==> src/rtl/fifo_tx_buffer.sv <==
// rtl/fifo_tx_buffer.sv - APB-written TX byte FIFO with LSB-first serializer (optional flush: FIFO_TX_FLUSH_EN)
module fifo_tx_buffer #(
   parameter int DEPTH   = 256,
   parameter int DATA_W  = 8,
   parameter int BIT_DIV = 2
) (
   input  logic              clk,
   input  logic              reset_n,
   input  logic [7:0]        paddr,
   input  logic [DATA_W-1:0] pwdata,
   input  logic              psel,
   input  logic              penable,
   input  logic              pwrite,
   output logic              pready,
   output logic              pslverr,
   input  logic              en_IQ,
   output logic              data_out,
   output logic              IQ_rate,
   output logic              mem_state
);

   localparam int AW    = $clog2(DEPTH);
   localparam int CW    = AW + 1;
   localparam int DIV_W = (BIT_DIV > 1) ? $clog2(BIT_DIV) : 1;
   localparam int BIT_W = $clog2(DATA_W);

   typedef enum logic {IDLE, SHIFT} state_t;

   state_t            state, state_nxt;
   logic [DATA_W-1:0] mem [DEPTH];
   logic [AW-1:0]     wr_ptr, rd_ptr;
   logic [CW-1:0]     count;
   logic [DATA_W-1:0] shreg;
   logic [DIV_W-1:0]  div_cnt;
   logic [BIT_W-1:0]  bit_cnt;

   logic access, full, push, flush, can_pop, pop, bit_end, byte_end;

   assign access = psel & penable;
   assign full   = (count == CW'(DEPTH));
   assign push   = access & pwrite & (paddr == 8'h00) & ~full;
`ifdef FIFO_TX_FLUSH_EN
   assign flush  = access & pwrite & (paddr == 8'h04);
`else
   assign flush  = 1'b0;
`endif

   // Zero-wait-state APB: every accepted access is either a push or a flush, anything else errors
   assign pready    = access;
   assign pslverr   = access & ~push & ~flush;
   assign mem_state = full;

   assign can_pop  = en_IQ & (count != '0);
   assign bit_end  = (div_cnt == DIV_W'(BIT_DIV - 1));
   assign byte_end = bit_end & (bit_cnt == BIT_W'(DATA_W - 1));
   // Pop on leaving IDLE, or at the very end of a byte to keep the stream gapless; flush wins
   assign pop      = ~flush & can_pop & ((state == IDLE) | ((state == SHIFT) & byte_end));

   // Serializer state register
   always_ff @(posedge clk) begin
      if (!reset_n) state <= IDLE;
      else          state <= state_nxt;
   end

   // Serializer next-state logic
   always_comb begin
      state_nxt = state;
      if (flush) begin
         state_nxt = IDLE;
      end else begin
         case (state)
            IDLE:    if (can_pop) state_nxt = SHIFT;
            SHIFT:   if (byte_end && !can_pop) state_nxt = IDLE;
            default: state_nxt = IDLE;
         endcase
      end
   end

   // Serializer outputs: strobe marks the first cycle of every bit
   always_comb begin
      data_out = 1'b0;
      IQ_rate  = 1'b0;
      if (state == SHIFT) begin
         data_out = shreg[0];
         IQ_rate  = (div_cnt == '0);
      end
   end

   // FIFO storage; contents need no reset since count gates every read
   always_ff @(posedge clk) begin
      if (push) mem[wr_ptr] <= pwdata;
   end

   // Pointers, occupancy and shift datapath
   always_ff @(posedge clk) begin
      if (!reset_n || flush) begin
         wr_ptr  <= '0;
         rd_ptr  <= '0;
         count   <= '0;
         shreg   <= '0;
         div_cnt <= '0;
         bit_cnt <= '0;
      end else begin
         if (push) wr_ptr <= wr_ptr + 1'b1;
         if (pop)  rd_ptr <= rd_ptr + 1'b1;
         case ({push, pop})
            2'b10:   count <= count + 1'b1;
            2'b01:   count <= count - 1'b1;
            default: count <= count;
         endcase
         if (pop) begin
            shreg   <= mem[rd_ptr];
            div_cnt <= '0;
            bit_cnt <= '0;
         end else if (state == SHIFT) begin
            if (bit_end) begin
               div_cnt <= '0;
               bit_cnt <= byte_end ? '0 : bit_cnt + 1'b1;
               shreg   <= shreg >> 1;
            end else begin
               div_cnt <= div_cnt + 1'b1;
            end
         end
      end
   end

endmodule

==> config.mk <==
export PLATFORM = sky130hd
export DESIGN_NAME = fifo_tx_buffer
export DESIGN_NICKNAME = d
export VERILOG_FILES = /design/src/rtl/fifo_tx_buffer.sv
export SDC_FILE = /design/constraint.sdc
export NUM_CORES = 2
export LEC_CHECK = 0
export ABC_AREA = 1
export BUFFER_PORTS_ARGS = -buffer_cell sky130_fd_sc_hd__buf_2
export CAP_MARGIN = 10
export CORE_MARGIN = 1
export CORE_UTILIZATION = 52
export CTS_BUF_LIST = sky130_fd_sc_hd__clkbuf_8 sky130_fd_sc_hd__clkbuf_16
export DETAILED_ROUTE_END_ITERATION = 8
export GPL_TIMING_DRIVEN = 1
export MAX_ROUTING_LAYER = met4
export PLACE_DENSITY_LB_ADDON = 0.15
export SLEW_MARGIN = 20
export SYNTH_ARGS = -nofsm -noshare
export SYNTH_HDL_FRONTEND = slang
export SYNTH_SLANG_ARGS = --single-unit
==> constraint.sdc <==
create_clock -name clk -period 5.65 [get_ports clk]
set_input_delay 0.8475 -clock clk [delete_from_list [all_inputs] [get_ports clk]]
set_output_delay 0.8475 -clock clk [all_outputs]
set_load 0.1 [all_outputs]
# Yosys cells after proc, flatten, opt, wreduce, memory -nomap -nowiden
# Memories as Yosys holds them, arrays and structs flattened. A register that Yosys moved wholly into a read port is not among the register bits.
# Cells that the tools add are included.
[classes]
n_mux = 15
eq_ne = 4
add_sub_neg = 6
n_bitwise = 15
n_reduce_logical = 10
[op_table]
columns = ["cell", "count"]
rows = [
  ["8-bit 2-to-1 mux", 5],
  ["9-bit case mux with 2 select lines", 1],
  ["8-bit by 1-bit adder with 8-bit output (second input constant)", 2],
  ["9-bit by 1-bit adder with 9-bit output (second input constant)", 1],
  ["1-bit bitwise AND", 9],
  ["9-bit == test (second input constant)", 1],
  ["9-bit nonzero test", 1],
  ["9-bit by 1-bit subtractor with 9-bit output (second input constant)", 1],
  ["8-bit logical NOT", 1],
  ["1-bit 2-to-1 mux", 7],
  ["2-bit nonzero test", 3],
  ["1-bit inverter", 5],
  ["2-bit AND reduction", 2],
  ["3-bit by 1-bit adder with 3-bit output (second input constant)", 1],
  ["3-bit == test (second input constant)", 1],
  ["3-bit 2-to-1 mux", 1],
  ["2-bit by 1-bit == test with 1-bit output (second input constant)", 1],
  ["2-bit == test (second input constant)", 1],
  ["1-bit case mux with 2 select lines", 1],
  ["2-bit OR reduction", 1],
  ["1-bit adder (second input constant)", 1],
  ["1-bit logical AND", 1],
  ["1-bit logical NOT", 1],
  ["1-bit OR", 1],
]
[totals]
memories = 1
wordCells = 58
out_inout_bits = 5
in_bits = 22
ram_bits = 2048
register_bits = 38
[memory_table]
columns = ["name", "words", "word_bits", "rd", "rd_ports_with_merged_regs", "write_ports", "line", "text"]
rows = [
  ["mem", 256, 8, 1, 1, 1, "30", "logic [DATA_W-1:0] mem [DEPTH];"],
]

# Longest topological paths before layout
[logic_depth]
ltp_word = 7
mapped_depth = 22
depth_no_buf = 20

# Worst setup path after synthesis
# Ideal clock, no wire load.
[synth_timing]
path_kind = "input -> output"
startpoint = "input psel"
endpoint = "output pslverr"
path_slack_ns = 1.762
stages = 7
required_ns = 4.803
arrival_time_ns = 3.041
path_buffers = 0
path_cell_list = "nand2_1 -> inv_1 -> nand3b_1 -> nor3b_1 -> nand2_2 -> inv_1 -> nor2_1"
[synth_between]
elab_chain_cells = 6
[synth_lines]
columns = ["item", "line", "text"]
rows = [
  ["start, declared", "11", "input logic psel,"],
  ["1-bit bitwise AND (*)", "39", "assign access = psel & penable;"],
  ["via pready", "14", "output logic pready,"],
  ["1-bit bitwise AND (3 in a row)", "41", "assign push = access & pwrite & (paddr == 8'h00) & ~full;"],
  ["1-bit inverter", "50", "assign pslverr = access & ~push & ~flush;"],
  ["1-bit bitwise AND (*)", "50", ""],
  ["end, declared", "15", "output logic pslverr,"],
]
# The timed path passes the listed nets; every way through them passes the cells marked *.

==> summary.md <==
| Metric | Value |
|---|---|
| Die width | `407 um` |
| Reg2Reg Depth | `15` |
| CP max FO | `164` |
| Initial Util | `52.4%` |
| GR Util All Layers | `29.3%` |
| Share of layout cells above drive strength 1 | `6.13%` |
| Net Switching | `0.0110 W` |
| Clock skew | `24.9 ps` |
| Finished Core Util | `between 50% and 60%` |
| CTS tree | `yes` |
| Beginning of the worst hold path | `en_IQ` |
| First-pass GRT wire length | `346 mm` |
| Vias in the first global route | `around 54000` |
| Period Utilization, post-route | `between 60% and 70%` |
| Setup_tns | `0 ps` |
| P&R area growth vs syn | `9.42%` |
| Combinational Power Share | `approximately a fifth` |
| Largest stage delay on the critical path | `560 ps` |
| Synth Cell Area | `between 0.08 and 0.09 mm2` |
| Yosys reg bits | `2094` |
| Fin area | `just over 0.09 mm2` |
| Ranking of synthesized cells by area | `edfxtp_1, nand3_1, nand2_1, buf_2, nor2_1` |
| H-Tree Depth | `4` |
| GP Congestion | `0.902` |
| Worst-Margin Slew | `approximately 1200 ps` |
| R2r endpoint | `shreg[2]` |
| P_leak | `32.2 nW` |
| Initial antenna violation count | `2` |
| Async SR Flop Fraction | `0%` |
| Post-synth EDFFs | `2048` |
| Unrepaired setup endpoints after global routing | `false` |
| Synth warnings | `0` |
| Clock Sinks | `2094` |
| Clock network power share | `35.2%` |
| Syn Inst Count | `7217` |
| Clock Path Buffers | `3` |
| Placed instance area | `0.0868 mm2` |
| IO Pins | `27` |
| Average wire per standard cell | `25.0 um` |
| Status | `finished clean` |
| Most used cell, CP | `nand3_1` |
| # DRC | `0` |
| DP HPWL | `between 100 and 150 mm` |
| CTS Buf Count | `205` |
| FMAX | `approximately 250 MHz` |
| Cts hold-fix bufs | `0` |
| Syn Nets | `between 7000 and 8000` |
| Main synth FF type | `edfxtp_1` |
| Die area | `about 0.17 mm2` |
| Mean Syn Cell Area | `around 12 um2` |
| Largest vdd supply drop | `315 uV` |
| Clock slew at reported path FFs | `roughly 60 ps` |
| ANT nets after route | `0` |
| Die Y-Extent | `407 um` |
| Slew Limit Headroom | `a little under a fifth` |
| First-pass DRT Iterations | `6` |
| Vias/cell | `5.94` |
| Reg power frac | `45.9%` |
| Pwr dens | `402 mW/mm2` |
| Crit path launch type | `flop` |
| Internal | `0.0265 W` |
| Hold Path Class | `primary input to flop` |
| Sequential element share of the synthesized area | `about three quarters` |
| Layout Nets | `roughly 7100` |
| CP Data Required Time | `6360 ps` |
| Detailed router's first-iteration violation count | `between 6000 and 7000` |
| Critical-path top delay cell | `buf_4` |
| Minimum clock period | `3930 ps` |
| Worst-path cell chain | `inv_16 -> buf_16 -> buf_4 -> nand2_1 -> nand3_1 -> nand3_1 -> nand3_1 -> nand3_1 -> nand3_1 -> nand3_1 -> nand2_1 -> nand2_1 -> nand3_1 -> nand2_1 -> a21oi_1` |
| Final setup violation count | `0` |
| Area fraction of the dominant cell type after synthesis | `72.1%` |
| Final hold vios | `0` |
| Distinct cell type count after synthesis | `36` |
| Flop2flop setup slack | `1720 ps` |
| Worst Hold Path Cells | `3` |
| Yosys top cell by area | `edfxtp_1` |
| Clock Tree Root | `clkbuf_16` |
| Total number of vias | `about 56000` |
| Sw frac | `between 20 and 30%` |
| Number of gates resized after CTS | `0` |
| Post-CTS Setup Inserts | `0` |
| Final hold slack | `374 ps` |
| Slew Viols, Final | `0` |
| Worst Path Arrival | `4650 ps` |
| Max_cap viols | `0` |
| Setup crit end kind | `flop` |
| Crit Path Class | `flop to flop` |
| Latest clock arrival within the worst-skew pair | `810 ps` |
| Total routed wirelength | `235 mm` |
| CORE AREA | `0.163 mm2` |
| Largest net degree at the start of global routing | `261` |
| Count of input and output buffers | `26` |
| Worst hold endpoint | `state` |
| Core Rows | `roughly 150` |
| GR Overflow Total | `0` |
[cells by family (layout without fill, tap and decap cells)]
group / after synthesis / after routing / synth area share, %
AO/OA/AOI/OAI: 137 / 137 / 0.862
flip-flops: 2094 / 2094 / 73.2
AND/OR/NAND/NOR: 4410 / 4410 / 22.3
adder cells (fa/ha/maj): 10 / 10 / 0.147
buffers and inverters: 552 / 567 / 3.33
XOR/XNOR: 14 / 14 / 0.144
other: 0 / 1 / 0
[power by group through the flow]
| stage | sequential [W] | combinational [W] | clock (W) |
|---|---|---|---|
| after floorplan | 0.0175 | 0.00514 | 0 |
| after global placement | 0.0175 | 0.00696 | 0 |
| after detailed placement | 0.0175 | 0.00700 | 0 |
| after CTS | 0.0172 | 0.00702 | 0.0133 |
| after global routing | 0.0172 | 0.00779 | 0.0139 |
| final | 0.0172 | 0.00710 | 0.0132 |
[sequential cells by signal, indices dropped and copies added, names as in the netlist, named ones only]
register / cells
wr_ptr: 8
bit_cnt: 3
shreg: 8
bit_end: 1
state: 1
rd_ptr: 8
count: 9
mem: 2048
[final cells by class]
class                           count  area, um2
Clock buffer                      217       5360
Antenna cell                        1       2.50
Tap cell                         2175       2720
Timing Repair Buffer              127       1310
Sequential cell                  2094      62400
Inverter                           64        283
Fill cell                       13400      69400
Clock inverter                    159       1120
Multi-Input combinational cell   4571      20100
[routing by layer]
layer	routed length, um	global-route usage [%]
met5	0	-
met4	7290	9.46
met3	20900	4.69
met2	111000	45.2
met1	96100	40.0
[cells in the mapped netlist (18+ instances only)]
cell         n
dfxtp_1     46
inv_1       60
nor2_1     337
buf_1       38
o22ai_1     22
a21oi_1     35
nand3_1   1965
o21ai_0     69
nand2_1   2089
clkbuf_1   101
edfxtp_1  2048
buf_6       18
buf_4       71
buf_2      257
[worst max-delay path, delay by kind of cell, from the launching register on]
kind	cells	cell delay (ps)
buffers and inverters	3	1380
and+or+nand+nor	11	1440
DFF	1	510
AOI/OAI and AO/OA	1	120
[placed cells by master, fill, tap and decap left out, types with 5 or more instances in the layout]
master         n
nand3_1     1965
o22ai_1       22
xnor2_1        8
xor2_1         6
buf_12        26
clkbuf_8       6
dfxtp_1       41
nor2_1       333
clkinv_2      37
buf_8          8
nand4_1        5
clkinv_1      51
buf_4         74
o21ai_0       69
inv_1        101
edfxtp_1    2048
a21oi_1       35
bufinv_16     16
nor3_1         6
nand2_1     2073
clkinvlp_4     5
ha_1          10
clkbuf_16    211
inv_6          7
buf_2         18
nand2_2       17
[worst max path at each step]
stage	end	startpoint	slack (ps)
4_1_cts	count[8]	count[6]	1900
2_1_floorplan	pslverr	psel	1760
5_1_grt	count[8]	count[5]	1470
6_report	shreg[2]	flop	1720
3_5_place_dp	mem[80][4]	psel	1510
3_3_place_gp	mem[212][4]	penable	1520
[per-stage QoR]
stage	setup slack [ps]	power, W	instances
final	1720	0.0376	9408
after global routing	1470	0.0389	9408
after CTS	1900	0.0376	9406
after detailed placement	1510	0.0245	9030
after global placement	1520	0.0245	9030
after floorplan	1760	0.0226	7217
Note: power is estimated with default switching activity, not from simulation.
